$ cat config.mk
export PLATFORM = sky130hd
export DESIGN_NAME = s2c_call_arb
export DESIGN_NICKNAME = d
export VERILOG_FILES = /design/src/rtl/s2c_call_arb.sv
export SDC_FILE = /design/constraint.sdc
export NUM_CORES = 1
export LEC_CHECK = 0
export BUFFER_PORTS_ARGS = -buffer_cell sky130_fd_sc_hd__buf_2
export CAP_MARGIN = 25
export CORE_AREA = 2 2 385 387
export DETAILED_ROUTE_END_ITERATION = 7
export DIE_AREA = 0 0 387 389
export PLACE_DENSITY = 0.48
export SYNTH_ARGS = -nofsm -noshare
export SYNTH_HDL_FRONTEND = slang
export SYNTH_SLANG_ARGS = --single-unit
$ cat constraint.sdc
create_clock -name clk -period 3.8 [get_ports clk]
set_input_delay 0.76 -clock clk [delete_from_list [all_inputs] [get_ports clk]]
set_output_delay 0.76 -clock clk [all_outputs]
set_load 0.05 [all_outputs]
$ cat src/rtl/s2c_call_arb.sv
// Round-robin arbiter for the shared simulator-to-C call channel: accepts one
// call, issues it, buffers the response beats and returns the packet to its owner.
module s2c_call_arb #(
  parameter int NUM_REQ   = 4,
  parameter int DATA_SIZE = 16,
  parameter int TIMEOUT   = 1024
) (
  input  logic                      clk,
  input  logic                      rst_n,
  input  logic [NUM_REQ-1:0]        req_valid,
  input  logic [NUM_REQ*32-1:0]     req_id,
  input  logic [NUM_REQ*32-1:0]     req_fn,
  output logic [NUM_REQ-1:0]        req_ready,
  output logic [NUM_REQ-1:0]        rsp_valid,
  input  logic [NUM_REQ-1:0]        rsp_ready,
  output logic [31:0]               rsp_ret,
  output logic [DATA_SIZE*32-1:0]   rsp_data,
  output logic                      ch_req_valid,
  output logic [31:0]               ch_req_id,
  output logic [31:0]               ch_req_fn,
  input  logic                      ch_req_ready,
  input  logic                      ch_rsp_valid,
  input  logic [31:0]               ch_rsp_ret,
  input  logic [31:0]               ch_rsp_data,
  output logic                      busy,
  output logic [31:0]               calls_done,
  output logic [15:0]               timeouts
);
  localparam int unsigned NR = NUM_REQ;
  localparam int unsigned DS = DATA_SIZE;
  localparam int GW = $clog2(NUM_REQ);
  localparam int BW = (DATA_SIZE > 1) ? $clog2(DATA_SIZE) : 1;
  localparam int WW = $clog2(TIMEOUT);

  typedef enum logic [1:0] {IDLE, ISSUE, COLLECT, DELIVER} state_e;

  state_e        state_q, state_d;
  logic [GW-1:0] last_grant_q, last_grant_d;
  logic [31:0]   id_q, id_d, fn_q, fn_d, ret_q, ret_d;
  logic [BW-1:0] beat_q, beat_d;
  logic [WW-1:0] wd_q, wd_d;
  logic [31:0]   data_buf_q [DATA_SIZE];
  logic [31:0]   data_buf_d [DATA_SIZE];
  logic [31:0]   calls_done_q, calls_done_d;
  logic [15:0]   timeouts_q, timeouts_d;
  logic [GW-1:0] pick;
  logic          pick_ok;
  logic          stall;
  int unsigned   idx;

  // First requesting index strictly after the previous grant, wrapping.
  always_comb begin
    pick    = last_grant_q;
    pick_ok = 1'b0;
    idx     = 0;
    for (int unsigned off = 1; off <= NR; off++) begin
      idx = (32'(last_grant_q) + off) % NR;
      if (!pick_ok && req_valid[GW'(idx)]) begin
        pick    = GW'(idx);
        pick_ok = 1'b1;
      end
    end
  end

  always_comb begin
    state_d      = state_q;
    last_grant_d = last_grant_q;
    id_d         = id_q;
    fn_d         = fn_q;
    ret_d        = ret_q;
    beat_d       = beat_q;
    wd_d         = wd_q;
    data_buf_d   = data_buf_q;
    calls_done_d = calls_done_q;
    timeouts_d   = timeouts_q;
    req_ready    = '0;
    rsp_valid    = '0;
    ch_req_valid = 1'b0;
    stall        = 1'b0;

    case (state_q)
      IDLE: begin
        if (pick_ok) begin
          req_ready[pick] = 1'b1;
          last_grant_d    = pick;
          id_d            = req_id[32*pick +: 32];
          fn_d            = req_fn[32*pick +: 32];
          beat_d          = '0;
          wd_d            = '0;
          state_d         = ISSUE;
        end
      end
      ISSUE: begin
        ch_req_valid = 1'b1;
        if (ch_req_ready) begin
          beat_d  = '0;
          wd_d    = '0;
          state_d = COLLECT;
        end else begin
          stall = 1'b1;
        end
      end
      COLLECT: begin
        if (ch_rsp_valid) begin
          data_buf_d[beat_q] = ch_rsp_data;
          if (beat_q == '0) ret_d = ch_rsp_ret;
          beat_d = beat_q + BW'(1);
          wd_d   = '0;
          if (beat_q == BW'(DATA_SIZE - 1)) state_d = DELIVER;
        end else begin
          stall = 1'b1;
        end
      end
      DELIVER: begin
        rsp_valid[last_grant_q] = 1'b1;
        if (rsp_ready[last_grant_q]) begin
          calls_done_d = calls_done_q + 32'd1;
          state_d      = IDLE;
        end
      end
      default: state_d = IDLE;
    endcase

    // Watchdog abort: words not yet received are zeroed so the packet is deterministic.
    if (stall) begin
      if (wd_q == WW'(TIMEOUT - 1)) begin
        ret_d = '1;
        for (int unsigned k = 0; k < DS; k++) begin
          if (k >= 32'(beat_q)) data_buf_d[BW'(k)] = '0;
        end
        if (timeouts_q != '1) timeouts_d = timeouts_q + 16'd1;
        state_d = DELIVER;
      end else begin
        wd_d = wd_q + WW'(1);
      end
    end
  end

  always_ff @(posedge clk) begin
    if (!rst_n) begin
      state_q      <= IDLE;
      last_grant_q <= GW'(NUM_REQ - 1);
      id_q         <= '0;
      fn_q         <= '0;
      ret_q        <= '0;
      beat_q       <= '0;
      wd_q         <= '0;
      data_buf_q   <= '{default: '0};
      calls_done_q <= '0;
      timeouts_q   <= '0;
    end else begin
      state_q      <= state_d;
      last_grant_q <= last_grant_d;
      id_q         <= id_d;
      fn_q         <= fn_d;
      ret_q        <= ret_d;
      beat_q       <= beat_d;
      wd_q         <= wd_d;
      data_buf_q   <= data_buf_d;
      calls_done_q <= calls_done_d;
      timeouts_q   <= timeouts_d;
    end
  end

  always_comb begin
    rsp_data = '0;
    for (int unsigned k = 0; k < DS; k++) begin
      rsp_data[32*k +: 32] = data_buf_q[BW'(k)];
    end
  end

  assign ch_req_id  = id_q;
  assign ch_req_fn  = fn_q;
  assign rsp_ret    = ret_q;
  assign busy       = (state_q != IDLE);
  assign calls_done = calls_done_q;
  assign timeouts   = timeouts_q;

endmodule

==> Yosys cells after proc, flatten, opt, wreduce, memory -nomap -nowiden <==
Index checks and enable logic that the tools add are counted.
{ "totals": {"ram_bits": 0, "latchBits": 0, "output_inout_bits": 666, "reg_bits": 674, "mem_bits_ro": 0, "mem_count": 0, "inputBits": 332, "elab_cells": 161} }
{ "classes": {"n_shift": 2, "div_mod_pow": 0, "eq_ne": 9, "muxes": 74, "n_reduce_logical": 17, "n_lt_le_gt_ge": 25, "multipliers": 0, "n_bitwise": 1, "addsub": 8} }
{ "ops": {"columns": ["cell", "n"], "rows": [
  ["512-bit two-way mux", 4],
  ["32-bit two-way mux", 21],
  ["512-bit bitwise mux", 1],
  ["128-bit by 8-bit indexed part select with 32-bit output", 2],
  ["32-bit demux with 4-bit select", 1],
  ["10-bit two-way mux", 5],
  ["32-bit by 1-bit adder with 32-bit output (second input constant)", 1],
  ["10-bit one-hot mux with 3 select lines", 1],
  ["4-bit greater-or-equal comparator (first input constant)", 7],
  ["4-bit two-way mux", 6],
  ["2-bit two-way mux", 11],
  ["2-bit by 3-bit less-than comparator with 1-bit output (second input constant)", 6],
  ["16-bit by 1-bit adder with 16-bit output (second input constant)", 1],
  ["3-bit by 4-bit greater-or-equal comparator with 1-bit output (first input constant)", 4],
  ["16-bit inequality test (second input constant)", 1],
  ["1-bit two-way mux", 14],
  ["4-bit one-hot mux with 3 select lines", 1],
  ["10-bit by 1-bit adder with 10-bit output (second input constant)", 1],
  ["1-bit binary-select mux with 2-bit select", 5],
  ["10-bit == test (second input constant)", 1],
  ["1-bit by 4-bit greater-or-equal comparator with 1-bit output (first input constant)", 2],
  ["2-bit by 4-bit greater-or-equal comparator with 1-bit output (first input constant)", 2],
  ["2-bit one-hot mux with 4 select lines", 1],
  ["1-bit logical AND", 6],
  ["21 further kinds", 31]
]} }

==> Longest topological paths before layout <==
{ "depth": {"ltp_word": 19, "mapped_depth": 11, "mapped_depth_nobuf": 8} }

==> Least setup slack after synthesis <==
OpenSTA, ideal clock, no wires.
{ "synth_timing": {"path_type": "reg2out", "start": "reg last_grant_q[0]", "end": "out req_ready[1]", "path_slack_ns": -0.344, "path_buffers": 3, "stages_incl_launch_ff": 10, "t_required_ns": 3.040, "arrival_time_ns": 3.384, "path_cell_list": "dfxtp_1 buf_4 inv_1 ha_1 mux4_2 nor2_4 xnor2_2 buf_6 buf_6 nor3b_1"} }
{ "synth_between": {"elab_chain_len": 19, "word_cells_on_any_way": 33, "classes_between": "4 x add/sub; 2 x order compare; 20 x mux; 7 x reduce/logical"} }
{ "synth_lines": {"columns": ["element", "line", "rtl"], "rows": [
  ["start: declaration", "38", "logic [GW-1:0] last_grant_q, last_grant_d;"],
  ["start signal: assignment", "142", "last_grant_q <= GW'(NUM_REQ - 1);"],
  ["start signal: assignment", "153", "last_grant_q <= last_grant_d;"],
  ["2-bit by 1-bit adder with 2-bit output", "57", "idx = (32'(last_grant_q) + off) % NR;"],
  ["1-bit binary-select mux with 2-bit select", "58", "if (!pick_ok && req_valid[GW'(idx)]) begin"],
  ["1-bit two-way mux (implied by the code)", "58", null],
  ["1-bit two-way mux", "58", null],
  ["1-bit logical NOT", "58", null],
  ["1-bit logical AND", "58", null],
  ["1-bit two-way mux", "58", null],
  ["1-bit logical NOT", "58", null],
  ["[3 not listed]", null, null],
  ["1-bit logical AND", "58", null],
  ["2-bit two-way mux", "58", null],
  ["2-bit by 3-bit less-than comparator with 1-bit output (implied by the code) / 2-bit by 1-bit greater-or-equal comparator with 1-bit output (equally long branches)", "84", "req_ready[pick] = 1'b1;"],
  ["1-bit logical AND (implied by the code)", "84", null],
  ["1-bit two-way mux (implied by the code)", "84", null],
  ["1-bit demux with 2-bit select", "84", null],
  ["4-bit two-way mux *", "83", "if (pick_ok) begin"],
  ["4-bit two-way mux *", "81", "case (state_q)"],
  ["end: declaration", "13", "output logic [NUM_REQ-1:0] req_ready,"]
]} }
Every way passes the cells marked *; elsewhere a longest branch is shown, timed or not. The select of a mux whose other input is x is not followed.

==> Final worst setup path <==
{ "layout_timing": {"start": "reg last_grant_q[1]", "end": "out req_ready[0]"} }
The elaborated chain is that of the path after synthesis.

==> impl_metrics.tcl <==
set metrics [dict create \
    finClkSkew_ns 0.0334 \
    synth_top_area_share_pct 51.7 \
    status "complete, no violations" \
    worst_setup_path_start_kind "flop" \
    overflow 0 \
    grt_max_degree 88 \
    die_area_mm2 0.151 \
    tritoncts "done" \
    power.leakage_nw 15.2 \
    path_cells "inv_1, ha_1, mux4_2, nor2_4, xnor2_1, nor3b_2, buf_12" \
    synth_edf_count 0 \
    endpoint_kind "output pin" \
    grt_pass1_wl_mm 208 \
    antenna_found_initial 42 \
    arrival_ns 2.86 \
    gp_congestion 1.01 \
    cts_sinks 674 \
    required_ns 3.04 \
    fp.dieH_um 389 \
    synth.most_common_cell "nand2_1" \
    cap_violations 0 \
    core_mm2 0.147 \
    total_power_mw 20.8 \
    io_buffers 997 \
    holdWs_ns 0.343 \
    holdPathStages 3 \
    place_area_mm2 0.0334 \
    finalSetupTns_ns 0 \
    insertion_delay_ns 0.70 \
    dr.pass1.iters 5 \
    syn_avg_cell_area_um2 8.01 \
    synthTopCellsByCount "nand2_1, dfxtp_1, a21oi_1" \
    first_global_vias 24800 \
    grt_setup_unrepaired "false" \
    max_stage_delay_ns 0.57 \
    cts_root_buf "clkbuf_16" \
    crit_type "flop to output pin" \
    yosysUniqueCellTypes 53 \
    postCtsHoldBufs 0 \
    async_flop_share_pct 0 \
    dp_slack_ns 0.474 \
    cts-buffers-inserted 83 \
    cts.repair.resized 1 \
    yosysSeqAreaShare_pct 51.7 \
    path_max_fanout 5 \
    fmax_mhz 276 \
    synth_top_area_cell "dfxtp_1" \
    routedWlPerCell_um 25.2 \
    ys_warn_count 0 \
    synth_nets 3603 \
    viasPerCell 4.39 \
    netlist_top_cells_area "dfxtp_1, nand2_1, a21oi_1" \
    slew_headroom_pct 29.8 \
    hold_class "primary input to flop" \
    period_share_pct 95.3 \
    stdcell_area_mm2 0.0362 \
    final_cells 6136 \
    nFillCells 16200 \
    final_util_pct 24.7 \
    clkSlewWorstSetupHoldPaths_ns 0.06 \
    drtIter0Drc 1995 \
    dp_hpwl_mm 115 \
    ys_seq_elements 674 \
    p_per_area_mw_per_mm2 574 \
    io-pin-count 998 \
    num-nets-final 4480 \
    vias 26900 \
    start_util_pct 17.8 \
    finalCriticalPeriod_ns 3.62 \
    syn2layout_area_growth_pct 38.9 \
    post_cts_buffers 0 \
    cts_buffer_depth 3 \
    ys.flop_type "dfxtp_1" \
    htreeDepth 3 \
    cp_slowest_cell "mux4_2" \
    layout-drive-gt1-share_pct 30.0 \
    row_count 141 \
    die_w_um 387 \
    netlist_area_mm2 0.0261 \
    finalHoldViolCount 0 \
    worstRegToRegCells 8 \
    ant_nets 0 \
    crit_path_start "last_grant_q[1]$_SDFFE_PN1P_" \
    slew_viol_final 0 \
    r2r_start "last_grant_q[1]$_SDFFE_PN1P_" \
    worstHoldStart "ch_rsp_ret[24]" \
    drc_errors 0 \
    dp.cells 5977 \
    peakVddDrop_uv 803 \
    routed_wl_mm 155 \
    netlist_instances 3255 \
    setup_violations 0 \
    setup_slack_ns 0.179 \
    gr-usage-all-layers_pct 19.6 \
    tightest_slew_ns 1.05 \
]
## logic make-up after synthesis
logic type | share of synthesized area [%]
AND/OR/NAND/NOR | 21.5
AO/OA/AOI/OAI | 14.5
flip-flops | 51.7
buffers and inverters | 4.65
multiplexers | 5.38
XOR/XNOR | 1.47
adder cells (fa/ha/maj) | 0.768
## worst max-delay path: cells and delay by family (launching register included)
family / cells / cell delay [ns]
xor gates and xnor gates: 1 / 0.12
DFF: 1 / 0.33
adders and majority gates: 1 / 0.41
muxes: 1 / 0.57
buffers and inverters: 2 / 0.24
and+or+nand+nor: 2 / 0.50
## area by class of cell
| cell class | count | area, um^2 | area share [%] |
|---|---|---|---|
| Tap cell | 1930 | 2410 | 6.67 |
| Timing Repair Buffer | 1067 | 5710 | 15.8 |
| Antenna cell | 16 | 40.0 | 0.111 |
| Sequential cell | 674 | 13500 | 37.2 |
| Clock inverter | 30 | 427 | 1.18 |
| Clock buffer | 113 | 2350 | 6.49 |
| Multi-Input combinational cell | 2289 | 11700 | 32.4 |
| Inverter | 17 | 63.8 | 0.176 |
## layout by cell type, fill, tap and decap left out, types with 9 or more instances in the layout
cell       count
clkbuf_16     83
clkbuf_8      16
nand2_2       12
nor2b_1        9
a31oi_1       34
ha_1          16
and3_1        13
dfxtp_1      674
xor2_1        22
inv_1         16
o221ai_1      64
buf_4         59
o21ai_4        9
a21oi_1      539
clkinv_2       9
nand2_1     1189
nor2_4        13
buf_2        993
and2_1        14
nor2_1        63
o21ai_0       16
buf_12        15
xnor2_1       20
mux2i_1      130
nand3_1       35
diode_2       16
clkbuf_1      14
nand4_1       13
## where the power goes
part,internal (mW),leakage [nW],switching (mW),total [mW]
clock,4.83,1.36,3.47,8.30
combinational,1.51,8.35,3.26,4.78
sequential,7.39,5.44,0.313,7.71
## registers in the layout, indices dropped and copies added, names as in the netlist, 4 cells and up
register	flops
timeouts	16
beat_q	4
calls_done	32
rsp_ret	32
wd_q	10
ch_req_id	32
ch_req_fn	32
rsp_data	512
## routing by layer
metal	vias up	GRT usage, %	part of all wire, %
li1	12500	-	-
met1	13100	25.4	43
met2	1117	31.4	46
met3	213	5.68	8.6
met4	4	6.12	3.1
met5	-	0	0.014
## path summary, 6_finish.rpt
path | to | slack [ns]
worst min-delay path | rsp_ret[24]$_SDFF_PN0_ | 0.34
worst max-delay path | req_ready[0] | 0.18
worst max register to register | ch_req_fn[30]$_SDFFE_PN0P_ | 0.65
worst min register to register | rsp_data[166]$_SDFF_PN0_ | 0.45
(Power assumes the default switching activity.)
